==> src/rtl/bangbang_phase_detector.sv <==
// Alexander bang-bang phase detector: edge/centre sampling, early/late pulse
// generation for the CDR loop filter, recovered bit output and density lock.
module bangbang_phase_detector #(
    parameter int pulse_len = 4,
    parameter int win_len   = 1024,
    parameter int min_trans = 64
) (
    input  logic sys_clk,
    input  logic ext_rst,
    input  logic rx_data,
    input  logic edge_stb,
    input  logic sample_stb,
    output logic up_pulse,
    output logic dn_pulse,
    output logic bit_out,
    output logic bit_valid,
    output logic locked
);

    localparam int CW = $clog2(win_len + 1);

    localparam logic [0:0] ACQ   = 1'b0;
    localparam logic [0:0] TRACK = 1'b1;

    localparam logic [CW-1:0] WIN_LAST = CW'(win_len - 1);
    localparam logic [CW-1:0] WIN_MAX  = CW'(win_len);
    localparam logic [CW-1:0] MIN_T    = CW'(min_trans);
    localparam logic [7:0]    PLEN     = 8'(pulse_len);

    logic [0:0]    state_q, state_d;
    logic          a_q, a_d;
    logic          t_q, t_d;
    logic          he_q, he_d;
    logic [7:0]    cnt_q, cnt_d;
    logic          dir_q, dir_d;
    logic [CW-1:0] samp_q, samp_d;
    logic [CW-1:0] trans_q, trans_d;
    logic          lock_q, lock_d;
    logic          bit_q, bit_d;
    logic          bv_q, bv_d;

    logic          decide;
    logic          dec_up;
    logic [CW-1:0] trans_inc;

    // A decision needs a prior centre sample, an edge in between and a
    // transition; T then matches exactly one of A or B.
    assign decide    = sample_stb && (state_q == TRACK) && he_q && (a_q != rx_data);
    assign dec_up    = (t_q == rx_data);
    assign trans_inc = (decide && (trans_q != WIN_MAX)) ? trans_q + CW'(1) : trans_q;

    always_comb begin
        state_d = state_q;
        a_d     = a_q;
        t_d     = t_q;
        he_d    = he_q;
        cnt_d   = cnt_q;
        dir_d   = dir_q;
        samp_d  = samp_q;
        trans_d = trans_q;
        lock_d  = lock_q;
        bit_d   = bit_q;
        bv_d    = 1'b0;

        if (sample_stb) begin
            bit_d = rx_data;
            bv_d  = 1'b1;
            a_d   = rx_data;
            if (state_q == ACQ) begin
                state_d = TRACK;
            end else begin
                he_d = 1'b0;
                if (samp_q == WIN_LAST) begin
                    lock_d  = (trans_inc >= MIN_T);
                    samp_d  = '0;
                    trans_d = '0;
                end else begin
                    samp_d  = samp_q + CW'(1);
                    trans_d = trans_inc;
                end
            end
        end

        // A coincident edge is captured after the decision used the old T.
        if (edge_stb) begin
            t_d  = rx_data;
            he_d = 1'b1;
        end

        if (decide) begin
            cnt_d = PLEN;
            dir_d = dec_up;
        end else if (cnt_q != 8'd0) begin
            cnt_d = cnt_q - 8'd1;
        end
    end

    always_ff @(posedge sys_clk or posedge ext_rst) begin
        if (ext_rst) begin
            state_q <= ACQ;
            a_q     <= 1'b0;
            t_q     <= 1'b0;
            he_q    <= 1'b0;
            cnt_q   <= 8'd0;
            dir_q   <= 1'b0;
            samp_q  <= '0;
            trans_q <= '0;
            lock_q  <= 1'b0;
            bit_q   <= 1'b0;
            bv_q    <= 1'b0;
        end else begin
            state_q <= state_d;
            a_q     <= a_d;
            t_q     <= t_d;
            he_q    <= he_d;
            cnt_q   <= cnt_d;
            dir_q   <= dir_d;
            samp_q  <= samp_d;
            trans_q <= trans_d;
            lock_q  <= lock_d;
            bit_q   <= bit_d;
            bv_q    <= bv_d;
        end
    end

    assign up_pulse  = (cnt_q != 8'd0) && dir_q;
    assign dn_pulse  = (cnt_q != 8'd0) && !dir_q;
    assign bit_out   = bit_q;
    assign bit_valid = bv_q;
    assign locked    = lock_q;

endmodule

==> config.mk <==
export PLATFORM = sky130hd
export DESIGN_NAME = bangbang_phase_detector
export DESIGN_NICKNAME = d
export VERILOG_FILES = /design/src/rtl/bangbang_phase_detector.sv
export SDC_FILE = /design/constraint.sdc
export NUM_CORES = 1
export LEC_CHECK = 0
export BUFFER_PORTS_ARGS = -buffer_cell sky130_fd_sc_hd__buf_2
export CORE_MARGIN = 2
export CORE_UTILIZATION = 35
export CTS_CLUSTER_SIZE = 14
export DETAILED_ROUTE_END_ITERATION = 6
export PLACE_DENSITY = 0.53
export SETUP_SLACK_MARGIN = 0.4
export SLEW_MARGIN = 20
export SYNTH_ARGS = -nofsm -noshare
export SYNTH_HDL_FRONTEND = slang
export SYNTH_SLANG_ARGS = --single-unit
==> constraint.sdc <==
create_clock -name sys_clk -period 1.9 [get_ports sys_clk]
set_clock_uncertainty 0.2 [all_clocks]
set_input_delay 0.095 -clock sys_clk [delete_from_list [all_inputs] [get_ports sys_clk]]
set_output_delay 0.095 -clock sys_clk [all_outputs]
set_load 0.03 [all_outputs]
==> results.toml <==
[clock_tree]
clkSinkCount = 37
cts-root-buf = "clkbuf_8"
cts_tree = "yes"
h-tree-depth = 2
cts-buffers-inserted = 5
clockBufferDepth = 2
clk_latency_ns = 0.29
clkTransAtPathRegs_ns = 0.07

[critical_path]
r2r-start = "cnt_q[2]"
critPathKind = "register to primary output"
worstPathMaxFanout = 2
worstPathRequired_ns = 1.60
end_kind = "primary output"
critical_path_arrival_ns = 1.77
worst_setup_path_start_kind = "register"
cp-startpoint = "cnt_q[2]"

[route]
drc_errors = 0
vias = 1702
wire_per_inst_um = 14.3
avgViaCountPerCell = 4.98
drt_iter0_drc = 63
drt_wl_total_mm = 4.91
drt_pass1_iterations = 4
antenna_left = 0

[layout]
multi_input_area_sq_um = 1330
diodes = 0
layout.nets = 279
n_fill_cell = 475
regArea_sq_um = 928
syn_to_final_growth_pct = 56.6
drive_gt1_share_pct = 47.4

[pwr]
p_per_area_nw_per_um2 = 1040
leakage_uw = 0.00129
finalPower_uw = 3160
irDropWorstVdd_mv = 0.660

[synth]
synthSimpleGateAreaFrac_pct = 25.1
synthXorXnorAreaFrac_pct = 9.50
synth_ff_type = "dfrtp_1"
synth_top_family_by_area = "simple AND/OR/NAND/NOR gates"
async_flop_share_pct = 100
synth_seq_cells = 37
synthAdderAreaFrac_pct = 3.23
synth_area_per_cell_sq_um = 9.73
yosysWarnings = 0
synth_edf_count = 0
synth_compound_area_share_pct = 8.73
synth_seq_area_share_pct = 47.8
synth_area_leader_cell = "dfrtp_1"
synthTopCellsByCount = "dfrtp_1 (37), nor2_1 (25), o21ai_0 (12), xnor2_1 (12)"
synth.top_cell.area_share_pct = 47.8
yosysMostFrequentCell = "dfrtp_1"
syn_nets = 209
synth.area.top_cells = "dfrtp_1 (48%), xnor2_1 (5.4%), nor2_1 (4.8%)"
synth_area_sq_um = 1940
syn_inst = 199
synth_cell_types = 39
synthMuxAreaShare_pct = 3.30

[min_path]
hold_path.class = "input port to register"
hp-start = "rx_data"

[sta]
hold_viol_final = 0
post-route-period-util_pct = 109
final_max_slew_viol_count = 0
relSlewSlack_pct = 68.4
period_minus_slack_ns = 2.07
hold_slack_ns = 0.104
setup_viol = 9
max_freq_mhz = 483
fin_ws_ns = -0.170
rsz0062_at_grt = "yes"
tightest_slew_ns = 0.474

[floorplanning]
core_region_area_sq_um = 5440
initial_core_util_pct = 35.6
row_count = 27
die_h_um = 78.4
design.die.area_sq_um = 6140
die_w_um = 78.4
pin_count = 10

[global_route]
grt_antenna_before_repair = 0
grt_start_max_net_pins = 38
grt_use_total_pct = 17.1
grt_pass1_wl_mm = 8.29
grt-ovfl-total = 0
grt_pass1_vias = 1705

[status]
failed_checks = "setup timing"
outcome = "complete, but fails checks"

[placed_design]
dp_hpwl_mm = 3.06
io_buffers = 9
gp_congestion = 0.820

[job]
cap_viol_max_count = 0
==> final timing paths <==
check / to / slack (ns) / cells after the start
hold reg to reg: samp_q[4] / 0.29 / 1
setup reg to reg: cnt_q[5] / -0.08 / 9
min in group asynchronous: cnt_q[2] / 0.26 / 4
hold / removal: dir_q / 0.10 / 4
max in group asynchronous: trans_q[0] / 0.88 / 4
setup / recovery: up_pulse / -0.17 / 4
==> where the power goes <==
part | internal [uW] | total (uW) | switching [uW] | leakage (uW)
clock network | 254 | 534 | 279 | 0.0000450
logic | 797 | 1430 | 635 | 0.000782
registers | 976 | 1190 | 217 | 0.000465
total | 2030 | 3160 | 1130 | 0.00129
==> cell usage in the layout, fill, tap and decap left out, drive strengths merged, types with 3 or more instances in the layout <==
| master | n |
|---|---|
| nand2b | 4 |
| ha | 5 |
| nand3 | 11 |
| or3 | 3 |
| mux2 | 3 |
| o21ai | 12 |
| clkbuf | 6 |
| and2 | 4 |
| dlygate4sd3 | 4 |
| nand2 | 11 |
| a21o | 3 |
| a31oi | 3 |
| nand4 | 11 |
| nor2 | 25 |
| xnor2 | 12 |
| nor4 | 9 |
| dfrtp | 37 |
| nor3 | 6 |
| buf | 64 |
| inv | 6 |
| xor2 | 9 |
| mux2i | 3 |
==> sequential cells by signal, indices dropped and copies added, names as in the netlist <==
| name | cells |
|---|---|
| dir_q | 1 |
| trans_q | 11 |
| bit_out | 1 |
| bit_valid | 1 |
| samp_q | 11 |
| state_q | 1 |
| cnt_q | 8 |
| locked | 1 |
| t_q | 1 |
| he_q | 1 |
==> logic make-up after synthesis <==
group | after synthesis
and+or+nand+nor | 92
muxes | 6
AOI/OAI and AO/OA | 27
xor gates and xnor gates | 21
adders and majority gates | 5
buffers and inverters | 11
DFF | 37
==> repair_timing <==
action                                  CTS  global route
hold buffers                              4             0
endpoints found under the setup margin   30            30
buffers inserted                         14             9
pin swaps                                23            21
endpoints found under the hold margin    42             0
gates resized for setup                  36            40
==> layer usage <==
metal	global-route usage, %	wire length (um)	vias up	part of all wire (%)
met2	29.4	2560	14	52
li1	-	-	851	-
met1	21.7	2180	833	44
met3	3.68	116	4	2.4
met4	5.09	52	0	1.1
met5	0	0	-	0
==> through the flow <==
stage | util [%] | area [sq um] | instances | setup TNS (ns) | setup slack (ns)
3_3_place_gp | 44.2 | 2400 | 307 | -0.109 | -0.0599
2_1_floorplan | - | 2060 | 199 | -0.0144 | -0.0144
3_5_place_dp | 44.2 | 2400 | 307 | -0.135 | -0.0608
5_1_grt | 55.7 | 3030 | 342 | -1.47 | -0.226
4_1_cts | 50.9 | 2770 | 333 | -0.971 | -0.226
6_report | 55.7 | 3030 | 342 | -0.766 | -0.170
==> worst max-delay path: stages, from the launching register on <==
cell	delay [ns]
dfrtp_1	0.38
or3_4	0.39
or4_4	0.43
and2_4	0.15
buf_6	0.13
==> area by class of cell <==
cell class	instances	area share [%]
multi-input cells	151	43.9
inverters	6	0.743
flip-flops and latches	37	30.6
well taps	72	2.97
repair buffers	68	19.1
clock inverters	2	0.330
clock buffers	6	2.39
No activity file was read; power rests on OpenSTA's default activity.
